### src/rtl/seg_display_decoder.sv
// seg_display_decoder
//   Recovers two hex digits from a multiplexed, active-low seven-segment
//   drive. A digit is accepted once {seg, display_select} has been seen
//   identical on STABLE_CNT consecutive registered samples. After that,
//   the digit is decoded and latched. A running sum of both digits is
//   also kept.
//
// Ports
//   clk             system clock, rising edge
//   reset           synchronous reset, active low
//   seg[6:0]        segment drive, active low (bit 6 = g .. bit 0 = a)
//   display_select  0: seg carries digit 0, 1: seg carries digit 1
//   digit_0/1[3:0]  last accepted value per digit
//   sum[4:0]        digit_0 + digit_1, registered
//   valid           pulse: legal accept that leaves both digits held
//   full            level: both digits held
//   err             pulse: stable non-blank illegal pattern rejected
module seg_display_decoder #(
  parameter int STABLE_CNT = 4
) (
  input  logic       clk,
  input  logic       reset,
  input  logic [6:0] seg,
  input  logic       display_select,
  output logic [3:0] digit_0,
  output logic [3:0] digit_1,
  output logic [4:0] sum,
  output logic       valid,
  output logic       full,
  output logic       err
);

  // The state encoding is the have[1:0] vector itself: bit0 = digit 0 held.
  typedef enum logic [1:0] {
    EMPTY = 2'b00,
    HAVE0 = 2'b01,
    HAVE1 = 2'b10,
    FULL  = 2'b11
  } state_t;

  localparam logic [3:0] STABLE = 4'(STABLE_CNT);
  localparam logic [6:0] BLANK  = 7'b1111111;

  state_t     state;
  logic [6:0] seg_q, seg_p;   // current and previous registered sample
  logic       sel_q, sel_p;
  logic [3:0] run_cnt, cnt_nxt;
  logic       accept, blank, dec_ok, ok_acc, bad_acc;
  logic [3:0] dec_val, d0_nxt, d1_nxt;
  logic [1:0] have_nxt;

  // Run length of the registered sample stream. A select toggle with the
  // same segments is a different sample, so it restarts the run.
  always_comb begin
    if ({seg_q, sel_q} == {seg_p, sel_p})
      cnt_nxt = (run_cnt == STABLE) ? run_cnt : run_cnt + 4'd1;
    else
      cnt_nxt = 4'd1;
  end

  // Fires only on the edge the counter first reaches STABLE. Saturation
  // keeps the rest of the run from firing again.
  assign accept = (cnt_nxt == STABLE) && (run_cnt != STABLE);
  assign blank  = (seg_q == BLANK);

  always_comb begin
    dec_ok  = 1'b1;
    dec_val = 4'h0;
    case (seg_q)
      7'b1000000: dec_val = 4'h0;
      7'b1111001: dec_val = 4'h1;
      7'b0100100: dec_val = 4'h2;
      7'b0110000: dec_val = 4'h3;
      7'b0011001: dec_val = 4'h4;
      7'b0010010: dec_val = 4'h5;
      7'b0000010: dec_val = 4'h6;
      7'b1111000: dec_val = 4'h7;
      7'b0000000: dec_val = 4'h8;
      7'b0010000: dec_val = 4'h9;
      7'b0001000: dec_val = 4'hA;
      7'b0000011: dec_val = 4'hB;
      7'b1000110: dec_val = 4'hC;
      7'b0100001: dec_val = 4'hD;
      7'b0000110: dec_val = 4'hE;
      7'b0001110: dec_val = 4'hF;
      default:    dec_ok  = 1'b0;
    endcase
  end

  // The blank pattern is dropped silently. Any other unknown pattern
  // releases the selected digit and keeps its stale value.
  always_comb begin
    ok_acc   = accept && !blank && dec_ok;
    bad_acc  = accept && !blank && !dec_ok;
    have_nxt = state;
    d0_nxt   = digit_0;
    d1_nxt   = digit_1;
    if (ok_acc) begin
      have_nxt[sel_q] = 1'b1;
      if (sel_q) d1_nxt = dec_val;
      else       d0_nxt = dec_val;
    end else if (bad_acc) begin
      have_nxt[sel_q] = 1'b0;
    end
  end

  always_ff @(posedge clk) begin
    if (!reset) begin
      seg_q   <= BLANK;
      sel_q   <= 1'b0;
      seg_p   <= BLANK;
      sel_p   <= 1'b0;
      run_cnt <= 4'd0;
      state   <= EMPTY;
      digit_0 <= 4'h0;
      digit_1 <= 4'h0;
      sum     <= 5'd0;
      valid   <= 1'b0;
      full    <= 1'b0;
      err     <= 1'b0;
    end else begin
      seg_q   <= seg;
      sel_q   <= display_select;
      seg_p   <= seg_q;
      sel_p   <= sel_q;
      run_cnt <= cnt_nxt;
      state   <= state_t'(have_nxt);
      digit_0 <= d0_nxt;
      digit_1 <= d1_nxt;
      sum     <= {1'b0, d0_nxt} + {1'b0, d1_nxt};
      full    <= (have_nxt == 2'b11);
      valid   <= ok_acc && (have_nxt == 2'b11);
      err     <= bad_acc;
    end
  end

endmodule

### config.mk
export PLATFORM = sky130hd
export DESIGN_NAME = seg_display_decoder
export DESIGN_NICKNAME = d
export VERILOG_FILES = /design/src/rtl/seg_display_decoder.sv
export SDC_FILE = /design/constraint.sdc
export NUM_CORES = 1
export LEC_CHECK = 0
export ABC_CLOCK_PERIOD_IN_PS = 3880
export CAP_MARGIN = 20
export CORE_MARGIN = 3
export CORE_UTILIZATION = 47
export CTS_BUF_LIST = sky130_fd_sc_hd__clkbuf_16
export CTS_CLUSTER_DIAMETER = 100
export DETAILED_ROUTE_END_ITERATION = 16
export MAX_ROUTING_LAYER = met4
export PLACE_DENSITY = 0.7
export SETUP_SLACK_MARGIN = 0.5
export SLEW_MARGIN = 25
export SYNTH_ARGS = -nofsm -noshare
export SYNTH_HDL_FRONTEND = slang
export SYNTH_SLANG_ARGS = --single-unit
### constraint.sdc
create_clock -name clk -period 3.88 [get_ports clk]
set_clock_uncertainty 0.2 [all_clocks]
set_input_delay 0.388 -clock clk [delete_from_list [all_inputs] [get_ports clk]]
set_output_delay 0.388 -clock clk [all_outputs]
set_load 0.02 [all_outputs]
==> results.yml <==
run_status:
  status: "complete, no violations"
die:
  fp.dieH_um: 70.0
  dieArea_sq_mm: 0.00490
  fp.coreArea_sq_mm: 0.00380
  row_count: 22
  start_util: 0.507
  io_pins: 26
  die_w_um: 70.0
layout:
  drive_gt1_frac: 0.206
  syn2layout_area_growth_pct: 32.1
  antennaDiodeCount: 0
  nets: 254
  final_area_sq_mm: 0.00254
power:
  p_total_mw: 0.848
  ir_drop_mv: 0.316
  p_leak_nw: 0.993
  powerDensity_mw_per_mm2: 333
critical_path:
  reg2reg_to: "sum[1]$_SDFF_PN0_"
  rrSetupSlack_ns: 0.61
  r2r_cells: 11
  critPathMaxFanout: 8
  cp_data_required_time_ns: 3.89
  critical_path_buf_inv_count: 3
  critPathLaunch: "seg_q[3]$_SDFF_PN1_"
  path_cells: "buf_6, or4b_1, a31o_1, and3_4, a311oi_4, buf_6, mux2_4, ha_2, inv_1, fa_2, nor2_1"
  crit_path_end: "sum[1]$_SDFF_PN0_"
  critPathCaptureType: "flop"
  cp_top_family: "simple AND/OR/NAND/NOR gates"
  cp_common_cell: "buf_6"
  critPathMaxStageDelay_ns: 0.44
  slowest_stage: "or4b_1"
  worstPathArrival_ns: 3.28
  worstSetupPathType: "reg -> reg"
  crit_cells: 11
  start_kind: "flop"
  r2r_start: "seg_q[3]$_SDFF_PN1_"
drt:
  avgRoutedWirePerCell_um: 14.1
  via_per_inst: 5.35
  drt-met1-wl_um: 1780
  wl_met3_um: 173
  drt_pre_antenna_iters: 4
  drt_iter0_drc: 46
  routed.top_layer: "met4"
  ant_nets: 0
  route.met2.wl_um: 2030
  routed_wl_um: 4030
  vias: 1531
  drc_errors: 0
global_route:
  grt_max_degree: 21
  gr-total-overflow: 0
  grt_first_pass_wirelength_um: 6670
  grt_pass1_vias: 1483
  grtUsageTotal: 0.174
  antenna_found_initial: 0
clocking:
  cts_num_sinks: 38
  clkTransAtPathRegs_ns: 0.05
  root_buffer: "clkbuf_16"
  numCtsBuffers: 5
  cts_tree: "done"
  cts_max_path_buffers: 2
  clk_latency_ns: 0.28
  cts_max_level: 2
yosys:
  synth_ff_type: "dfxtp_1"
  synth_area_sq_mm: 0.00193
  syn_area_per_cell_sq_um: 9.68
  seq_area_frac_synth: 0.395
  ys_types: 50
  yosys_register_bits: 38
  synth_nets: 216
  synth-warning-count: 0
  synth_edf_count: 0
  syn_inst: 199
  ys_async_sr_fraction: 0
placed_design:
  place_area_sq_mm: 0.00221
  dp_hpwl_um: 2800
  gp_congestion: 0.851
  io_buffers: 25
job:
  drv_cap: 0
timing:
  slew_headroom: 0.679
  finalSetupViolations: 0
  finalCriticalPeriod_ns: 3.27
  period_share: 0.843
  tns_ns: 0
  finalHoldViolCount: 0
  max_freq_mhz: 306
  rsz0062_at_grt: "no"
  tightestPinTransition_ns: 0.469
  finalMaxSlewViolations: 0
hold_path:
  hp-class: "reg -> reg"
==> worst min path at each step <==
stage,start,end,slack [ns],depth (start not counted)
global route,state[0]$_SDFF_PN0_,full$_SDFF_PN0_,0.35,1
CTS,state[0]$_SDFF_PN0_,full$_SDFF_PN0_,0.32,1
detailed placement,state[0]$_SDFF_PN0_,full$_SDFF_PN0_,0.30,1
floorplan,state[1]$_SDFF_PN0_,state[1]$_SDFF_PN0_,0.28,2
global placement,state[1]$_SDFF_PN0_,state[1]$_SDFF_PN0_,0.31,2
finish,state[0]$_SDFF_PN0_,full$_SDFF_PN0_,0.31,1
==> cell families after synthesis <==
family	after synthesis	synth area share
simple gates	83	0.260
fa+ha+maj	7	0.0494
xor+xnor	11	0.0500
buf+inv	19	0.0396
flops	38	0.395
mux	10	0.0675
compound gates	31	0.138
==> metal layers <==
metal | track usage | vias up
met5 | - | -
met4 | 0.0553 | 0
met3 | 0.0475 | 4
met2 | 0.294 | 33
met1 | 0.200 | 712
li1 | - | 782
==> metrics by stage <==
| stage | hold WS, ns | util | setup WS [ns] | instances |
|---|---|---|---|---|
| 6_report | 0.313 | 0.670 | 0.608 | 286 |
| 4_1_cts | 0.316 | 0.626 | 0.520 | 274 |
| 3_5_place_dp | 0.301 | 0.582 | 0.263 | 264 |
| 3_3_place_gp | 0.307 | 0.582 | 0.377 | 264 |
| 2_1_floorplan | 0.275 | - | 0.579 | 199 |
| 5_1_grt | 0.346 | 0.670 | 0.442 | 286 |
==> state kept, by name, indices dropped and copies added (netlist names) <==
name,cells
run_cnt,4
sum,5
err,1
digit_1,4
valid,1
seg_p,7
sel_q,1
full,1
state,2
sel_p,1
digit_0,4
seg_q,7
==> layout by cell type (no fill, tap or decap), drive strengths merged, types with 4 or more instances in the layout <==
cell type and n:
and2 9, and3 6, buf 16, clkbuf 5
clkdlybuf4s50 25, clkinv 4, dfxtp 38, ha 6
inv 8, mux2 6, mux2i 4, nand2b 15
nand3 7, nand3b 4, nor2 15, nor2b 4
o211ai 4, or4b 4, xnor2 9
==> power breakdown <==
part           internal [mW]  total (mW)  switching, mW
combinational         0.0321      0.0583         0.0262
sequential             0.398       0.414         0.0158
clock                  0.231       0.376          0.145
total                  0.661       0.848          0.187
==> worst reg2reg max path: stages (launching register included) <==
cell and delay [ns]:
dfxtp_4 0.38, buf_6 0.12, or4b_1 0.44, a31o_1 0.26
and3_4 0.18, a311oi_4 0.35, buf_6 0.18, mux2_4 0.31
ha_2 0.19, inv_1 0.07, fa_2 0.43, nor2_1 0.10
==> cell type report <==
| class | instances | area, sq um |
|---|---|---|
| Clock inverter | 3 | 11.3 |
| Tap cell | 48 | 60.1 |
| Inverter | 9 | 33.8 |
| Clock buffer | 5 | 125 |
| Fill cell | 306 | 1250 |
| Sequential cell | 38 | 785 |
| Timing Repair Buffer | 41 | 378 |
| Multi-Input combinational cell | 142 | 1150 |
==> cell usage after synthesis, types with 3 or more instances <==
library cell,n,share of area
and3_1,5,0.016
ha_1,6,0.039
nor2b_1,4,0.013
buf_2,4,0.010
nor3_1,3,0.0078
a21oi_1,3,0.0078
nand2_1,3,0.0058
nor2_1,15,0.029
a21o_1,3,0.012
inv_1,8,0.016
clkbuf_1,5,0.0097
nand3b_1,4,0.016
mux2i_1,4,0.021
o211ai_1,4,0.016
nand2b_1,15,0.049
xnor2_1,9,0.041
mux2_4,6,0.047
dfxtp_1,38,0.39
o21ai_0,3,0.0078
or4b_1,4,0.021
and2_1,9,0.029
nand3_1,7,0.018
==> what timing repair did <==
item / CTS / global route
gates resized for setup: 10 / 20
hold buffers: 0 / 0
buffers inserted: 2 / 12
pin swaps: 1 / 3
endpoints found under the hold margin: 0 / 0
setup endpoints to repair: 4 / 4
No activity file was read; power rests on OpenSTA's default activity.
